--- src/rtl/alu_pkg.sv ---
// Shared types for the pipelined ALU: opcode encoding and the flag bundle
// that travels with each result.
package alu_pkg;

    typedef enum logic [2:0] {
        OP_ADD = 3'd0,
        OP_SUB = 3'd1,
        OP_AND = 3'd2,
        OP_OR  = 3'd3,
        OP_XOR = 3'd4,
        OP_SLT = 3'd5,
        OP_SHL = 3'd6,
        OP_SHR = 3'd7
    } alu_op_e;

    typedef struct packed {
        logic zero;
        logic carry;
        logic sign;
        logic overflow;
    } alu_flags_t;

endpackage

--- src/rtl/alu_core.sv ---
// Combinational ALU datapath: result plus zero/carry/sign/overflow flags.
// Build option ALU_SAT_EN: ADD/SUB saturate on signed overflow.
module alu_core
    import alu_pkg::*;
#(
    parameter int WIDTH = 8
) (
    input  logic [WIDTH-1:0] a_i,
    input  logic [WIDTH-1:0] b_i,
    input  alu_op_e          op_i,
    output logic [WIDTH-1:0] result_o,
    output alu_flags_t       flags_o
);

    localparam int SHW = $clog2(WIDTH);

    logic [WIDTH:0]   sum_s;
    logic [WIDTH:0]   diff_s;
    logic [WIDTH:0]   shl_s;
    logic [WIDTH:0]   shr_s;
    logic [SHW-1:0]   shamt_s;
    logic [WIDTH-1:0] raw_s;
    logic [WIDTH-1:0] final_s;
    logic             carry_s;
    logic             ovf_s;

    // The extra bit on each side of the shifters catches the last bit shifted out.
    assign shamt_s = b_i[SHW-1:0];
    assign sum_s   = {1'b0, a_i} + {1'b0, b_i};
    assign diff_s  = {1'b0, a_i} + {1'b0, ~b_i} + {{WIDTH{1'b0}}, 1'b1};
    assign shl_s   = {1'b0, a_i} << shamt_s;
    assign shr_s   = {a_i, 1'b0} >> shamt_s;

    // Raw result, carry and overflow selection by opcode.
    always_comb begin
        raw_s   = '0;
        carry_s = 1'b0;
        ovf_s   = 1'b0;
        case (op_i)
            OP_ADD: begin
                raw_s   = sum_s[WIDTH-1:0];
                carry_s = sum_s[WIDTH];
                ovf_s   = (a_i[WIDTH-1] == b_i[WIDTH-1]) && (sum_s[WIDTH-1] != a_i[WIDTH-1]);
            end
            OP_SUB: begin
                raw_s   = diff_s[WIDTH-1:0];
                carry_s = diff_s[WIDTH];
                ovf_s   = (a_i[WIDTH-1] != b_i[WIDTH-1]) && (diff_s[WIDTH-1] != a_i[WIDTH-1]);
            end
            OP_AND:  raw_s = a_i & b_i;
            OP_OR:   raw_s = a_i | b_i;
            OP_XOR:  raw_s = a_i ^ b_i;
            OP_SLT:  raw_s = {{(WIDTH-1){1'b0}}, ($signed(a_i) < $signed(b_i))};
            OP_SHL: begin
                raw_s   = shl_s[WIDTH-1:0];
                carry_s = shl_s[WIDTH];
            end
            OP_SHR: begin
                raw_s   = shr_s[WIDTH:1];
                carry_s = shr_s[0];
            end
            default: begin
                raw_s   = '0;
                carry_s = 1'b0;
                ovf_s   = 1'b0;
            end
        endcase
    end

    // Final result: overflow is only ever raised by ADD/SUB, so it alone gates saturation.
    always_comb begin
`ifdef ALU_SAT_EN
        if (ovf_s) begin
            final_s = a_i[WIDTH-1] ? {1'b1, {(WIDTH-1){1'b0}}} : {1'b0, {(WIDTH-1){1'b1}}};
        end else begin
            final_s = raw_s;
        end
`else
        final_s = raw_s;
`endif
    end

    assign result_o          = final_s;
    assign flags_o.zero      = (final_s == {WIDTH{1'b0}});
    assign flags_o.carry     = carry_s;
    assign flags_o.sign      = final_s[WIDTH-1];
    assign flags_o.overflow  = ovf_s;

endmodule

--- src/rtl/alu_pipelined.sv ---
// Two-stage valid/ready ALU pipeline (operand register -> result register) with
// sticky overflow status. Saturating arithmetic when built with ALU_SAT_EN.
module alu_pipelined
    import alu_pkg::*;
#(
    parameter int WIDTH = 8
) (
    input  logic             clk,
    input  logic             rst_n,
    input  logic             in_valid,
    output logic             in_ready,
    input  logic [WIDTH-1:0] src_a,
    input  logic [WIDTH-1:0] src_b,
    input  logic [2:0]       ALU_Control,
    output logic             out_valid,
    input  logic             out_ready,
    output logic [WIDTH-1:0] ALU_out,
    output logic             zero_flag,
    output logic             carry_flag,
    output logic             sign_flag,
    output logic             overflow_flag,
    input  logic             clr_sticky,
    output logic             sticky_ovf
);

    logic             s1_valid_q, s1_valid_d;
    logic [WIDTH-1:0] a_q, a_d, b_q, b_d;
    alu_op_e          op_q, op_d;
    logic             out_valid_q, out_valid_d;
    logic [WIDTH-1:0] res_q, res_d;
    alu_flags_t       flags_q, flags_d;
    logic             sticky_q, sticky_d;

    logic             in_fire_s, s2_load_s, out_fire_s;
    logic [WIDTH-1:0] core_res_s;
    alu_flags_t       core_flags_s;

    assign in_ready   = !s1_valid_q || !out_valid_q || out_ready;
    assign in_fire_s  = in_valid && in_ready;
    assign s2_load_s  = s1_valid_q && (!out_valid_q || out_ready);
    assign out_fire_s = out_valid_q && out_ready;

    alu_core #(.WIDTH(WIDTH)) u_core (
        .a_i      (a_q),
        .b_i      (b_q),
        .op_i     (op_q),
        .result_o (core_res_s),
        .flags_o  (core_flags_s)
    );

    // Stage 1 next state: capture on input handshake, empty when stage 2 drains it.
    always_comb begin
        s1_valid_d = s1_valid_q;
        a_d        = a_q;
        b_d        = b_q;
        op_d       = op_q;
        if (in_fire_s) begin
            s1_valid_d = 1'b1;
            a_d        = src_a;
            b_d        = src_b;
            op_d       = alu_op_e'(ALU_Control);
        end else if (s2_load_s) begin
            s1_valid_d = 1'b0;
        end else begin
            s1_valid_d = s1_valid_q;
        end
    end

    // Stage 2 next state: load a new result or retire the current one.
    always_comb begin
        out_valid_d = out_valid_q;
        res_d       = res_q;
        flags_d     = flags_q;
        if (s2_load_s) begin
            out_valid_d = 1'b1;
            res_d       = core_res_s;
            flags_d     = core_flags_s;
        end else if (out_fire_s) begin
            out_valid_d = 1'b0;
        end else begin
            out_valid_d = out_valid_q;
        end
    end

    // Sticky overflow: a delivered overflow beats a same-cycle clear.
    always_comb begin
        if (out_fire_s && flags_q.overflow) begin
            sticky_d = 1'b1;
        end else if (clr_sticky) begin
            sticky_d = 1'b0;
        end else begin
            sticky_d = sticky_q;
        end
    end

    // Pipeline and status registers.
    always_ff @(posedge clk or negedge rst_n) begin
        if (!rst_n) begin
            s1_valid_q  <= 1'b0;
            a_q         <= '0;
            b_q         <= '0;
            op_q        <= OP_ADD;
            out_valid_q <= 1'b0;
            res_q       <= '0;
            flags_q     <= '0;
            sticky_q    <= 1'b0;
        end else begin
            s1_valid_q  <= s1_valid_d;
            a_q         <= a_d;
            b_q         <= b_d;
            op_q        <= op_d;
            out_valid_q <= out_valid_d;
            res_q       <= res_d;
            flags_q     <= flags_d;
            sticky_q    <= sticky_d;
        end
    end

    assign out_valid     = out_valid_q;
    assign ALU_out       = res_q;
    assign zero_flag     = flags_q.zero;
    assign carry_flag    = flags_q.carry;
    assign sign_flag     = flags_q.sign;
    assign overflow_flag = flags_q.overflow;
    assign sticky_ovf    = sticky_q;

endmodule
--- config.mk ---
export PLATFORM = sky130hd
export DESIGN_NAME = alu_pipelined
export DESIGN_NICKNAME = d
export VERILOG_FILES = /design/src/rtl/alu_pkg.sv /design/src/rtl/alu_core.sv /design/src/rtl/alu_pipelined.sv
export SDC_FILE = /design/constraint.sdc
export NUM_CORES = 1
export LEC_CHECK = 0
export CORE_ASPECT_RATIO = 1.2
export CORE_MARGIN = 2
export CORE_UTILIZATION = 40
export DETAILED_ROUTE_END_ITERATION = 12
export HOLD_SLACK_MARGIN = 0.08
export PLACE_DENSITY = 0.71
export SLEW_MARGIN = 0
export SYNTH_ARGS = -nofsm -noshare
export SYNTH_HDL_FRONTEND = slang
export SYNTH_HIERARCHICAL = 1
export SYNTH_SLANG_ARGS = --single-unit
--- constraint.sdc ---
create_clock -name clk -period 5.83 [get_ports clk]
set_clock_uncertainty 0.15 [all_clocks]
set_input_delay 1.749 -clock clk [delete_from_list [all_inputs] [get_ports clk]]
set_output_delay 1.749 -clock clk [all_outputs]
set_load 0.005 [all_outputs]
==> results.md <==
* Status: completed
* Most frequent cells in the layout: clkdlybuf4s50_1, dfrtp_1, inv_1
* Synth Flop Type: dfrtp_1
* Resized Gates After CTS at 0
* Row count at 35
* First-pass GRT wire length at 13600 µm
* Worst Tran Pin Value at 0.973 ns
* Total core area at 7750 µm²
* Worst Hold Class: flop to flop
* Overflow after GRT at 0
* Clock share of power at 16.1%
* Max Cap Violations at 0
* Share of cells above drive strength 1 at 14.8%
* Slowest CP cell: clkdlybuf4s50_1
* Critical path startpoint category: input pin
* CTS buffer count at 5
* Max Transition Viols Final at 0
* Vias in the first global route at 2656
* Most common cell after layout, fill and taps aside: clkdlybuf4s50_1
* WS Path Type: input pin to primary output
* Tmin final at 4.83 ns
* CP Data Required Time at 3.93 ns
* Cells along the critical path: clkdlybuf4s50_1 -> nand3b_4 -> clkdlybuf4s50_1
* Sequential fraction of the synthesis area at 26.4%
* Yosys reg bits at 34
* Overall Global Routing Usage at 19.6%
* CTS clock-pin slew for the worst setup and hold paths at 0.07 ns
* Largest net degree at the start of global routing at 35
* Final core utilization at 47.5%
* Ports at 39
* Syn Nets at 390
* Design Area, Final at 3680 µm²
* Clock Tree Buf Depth at 2
* Initial antenna violation count at 0
* Critical Path End Type: primary output
* Avg Synthesized Cell Area at 9.50 µm²
* Final Non-Filler Cells at 458
* TritonCTS clock tree: built
* CTS Root Cell: clkbuf_8
* RSZ-0062 raised after global routing: false
* Reg power frac at 32.3%
* Drt pass-1 iters at 5
* Post-DP HPWL at 6360 µm
* Post-Route WL at 8230 µm
* DR WL/cell at 18.0 µm
* Number of synthesized flops with an enable pin at 0
* Residual DRC at 0
* Final Hold Vio Count at 0
* CP dominant cell by count: clkdlybuf4s50_1
* Post-Syn Instances at 339
* Final total power at 1150 µW
* Relative slew slack at 34.7%
* DP Area at 3590 µm²
* Final period util at 82.8%
* Syn-to-layout area delta at 14.3%
* Combinational Power Share at 51.6%
* Post-CTS Hold Buffers at 0
* Synth cell types at 68
* Top cell type's share of synthesized area at 26.4%
* Gpl congestion at 0.945
* Final count of negative-setup-slack endpoints at 0
* F_max at 207 MHz
* Synth Cell Area at 3220 µm²
* Cell count after placement at 450
* Die width at 85.9 µm
* Sw frac at 40.2%
* Vias post-DR at 2752
* Critical Path Fanout Max at 3
* Final antenna-violating net count at 0
* PortBufs at 38
* Post-DR vias/cell at 6.01
* FFs w/ async S/R, synth at 100%
* CTS Sinks at 34
* Lkg Pwr at 0.00158 µW
* Post CTS Setup Buffer Count at 0
* H-tree depth at 2
* Psw at 463 µW
* Die height at 102 µm
* DR iter-0 viols at 255
* Fillers at 734
* Starting Density at 41.5%
* Nets at 416
* Clock Latency Late Sink at 0.29 ns
* VDD IR max at 0.158 mV
* Internal Power at 690 µW
* Pwr dens at 313 nW/µm²
* Leading area contributor after synthesis: dfrtp_1
* Die ar. at 8790 µm²
* Worst path max stage delay at 0.51 ns
* Ys Warns at 6
* Crit path DAT at 2.93 ns
* Antenna cells at 0
* Most area-consuming cells after synthesis: dfrtp_1, ha_1, mux2_2
* Setup TNS at 0 ns
[logic make-up (layout without fill, tap and decap cells)]
| kind of cell | count (synthesis) | in the layout | share of synthesized area [%] |
|---|---|---|---|
| flops | 34 | 34 | 26.4 |
| fa+ha+maj | 27 | 27 | 11.0 |
| simple gates | 98 | 98 | 16.2 |
| compound gates | 82 | 82 | 18.1 |
| buf+inv | 48 | 75 | 7.65 |
| xor+xnor | 2 | 2 | 0.544 |
| mux | 48 | 48 | 20.1 |
[worst paths after layout]
| path | from | slack [ns] | cells past startpoint | to |
|---|---|---|---|---|
| worst max-delay path | out_ready | 1.00 | 3 | in_ready |
| worst max register to register | b_q[2] | 2.38 | 10 | zero_flag |
| max in group asynchronous | rst_n | 3.50 | 2 | ALU_out[6] |
| min in group asynchronous | rst_n | 1.72 | 2 | a_q[0] |
| worst min-delay path | ALU_out[7] | 0.36 | 1 | ALU_out[7] |
| worst min register to register | ALU_out[7] | 0.36 | 1 | ALU_out[7] |
[power groups by stage]
stage	logic (µW)	clock network [µW]	registers [µW]
2_1_floorplan	427	0	343
3_3_place_gp	580	0	374
3_5_place_dp	588	0	378
4_1_cts	590	191	373
5_1_grt	650	204	386
6_report	595	185	372
[routing by layer]
layer / global-route usage [%] / up-vias / wire length [µm]
met5: 0 / - / 0
met4: 8.06 / 0 / 216
met3: 2.18 / 18 / 403
met2: 33.0 / 106 / 4090
met1: 25.7 / 1332 / 3510
li1: - / 1296 / -
[registers in the layout, indices dropped and copies added (netlist names)]
signal	cells
zero_flag	1
carry_flag	1
out_valid	1
op_q	3
b_q	8
overflow_flag	1
a_q	8
ALU_out	8
s1_valid_q	1
sticky_ovf	1
sign_flag	1
[worst max-delay path: cells and delay by family]
kind	cells	cell delay [ns]
buffers and inverters	2	1.00
AND/OR/NAND/NOR	1	0.18
[final cells by class]
type                       instances  area (µm²)  area share [%]
clock buffer                       6        82.6            2.24
clock inverter                     2        12.5           0.340
inverter                          27         101            2.75
multi-input combinational        257        2120            57.7
sequential                        34         851            23.1
tap                               92         115            3.13
timing repair buffer              40         395            10.7
[metrics by stage]
| step | setup slack [ns] | hold slack, ns |
|---|---|---|
| after floorplan | 2.01 | 0.354 |
| after global placement | 1.01 | 0.339 |
| after detailed placement | 0.992 | 0.343 |
| after CTS | 0.995 | 0.360 |
| after global routing | 0.970 | 0.379 |
| final | 1.00 | 0.358 |
[cells in the mapped netlist, types with 3 or more instances]
library cell   n
a211oi_1       6
a21oi_1       19
a221oi_1       3
a311oi_1       3
buf_2         10
buf_4          3
dfrtp_1       34
ha_1          25
inv_1         27
mux2_2        21
mux2_4        10
mux2i_1       10
mux4_2         6
nand2_1       26
nand2b_1      10
nand3_1        8
nor2_1        19
nor2b_1        7
nor3_1        11
o211ai_1       5
o21ai_0       12
o221ai_1       3
o22ai_1        3
Power figures use the tool's default switching activity.
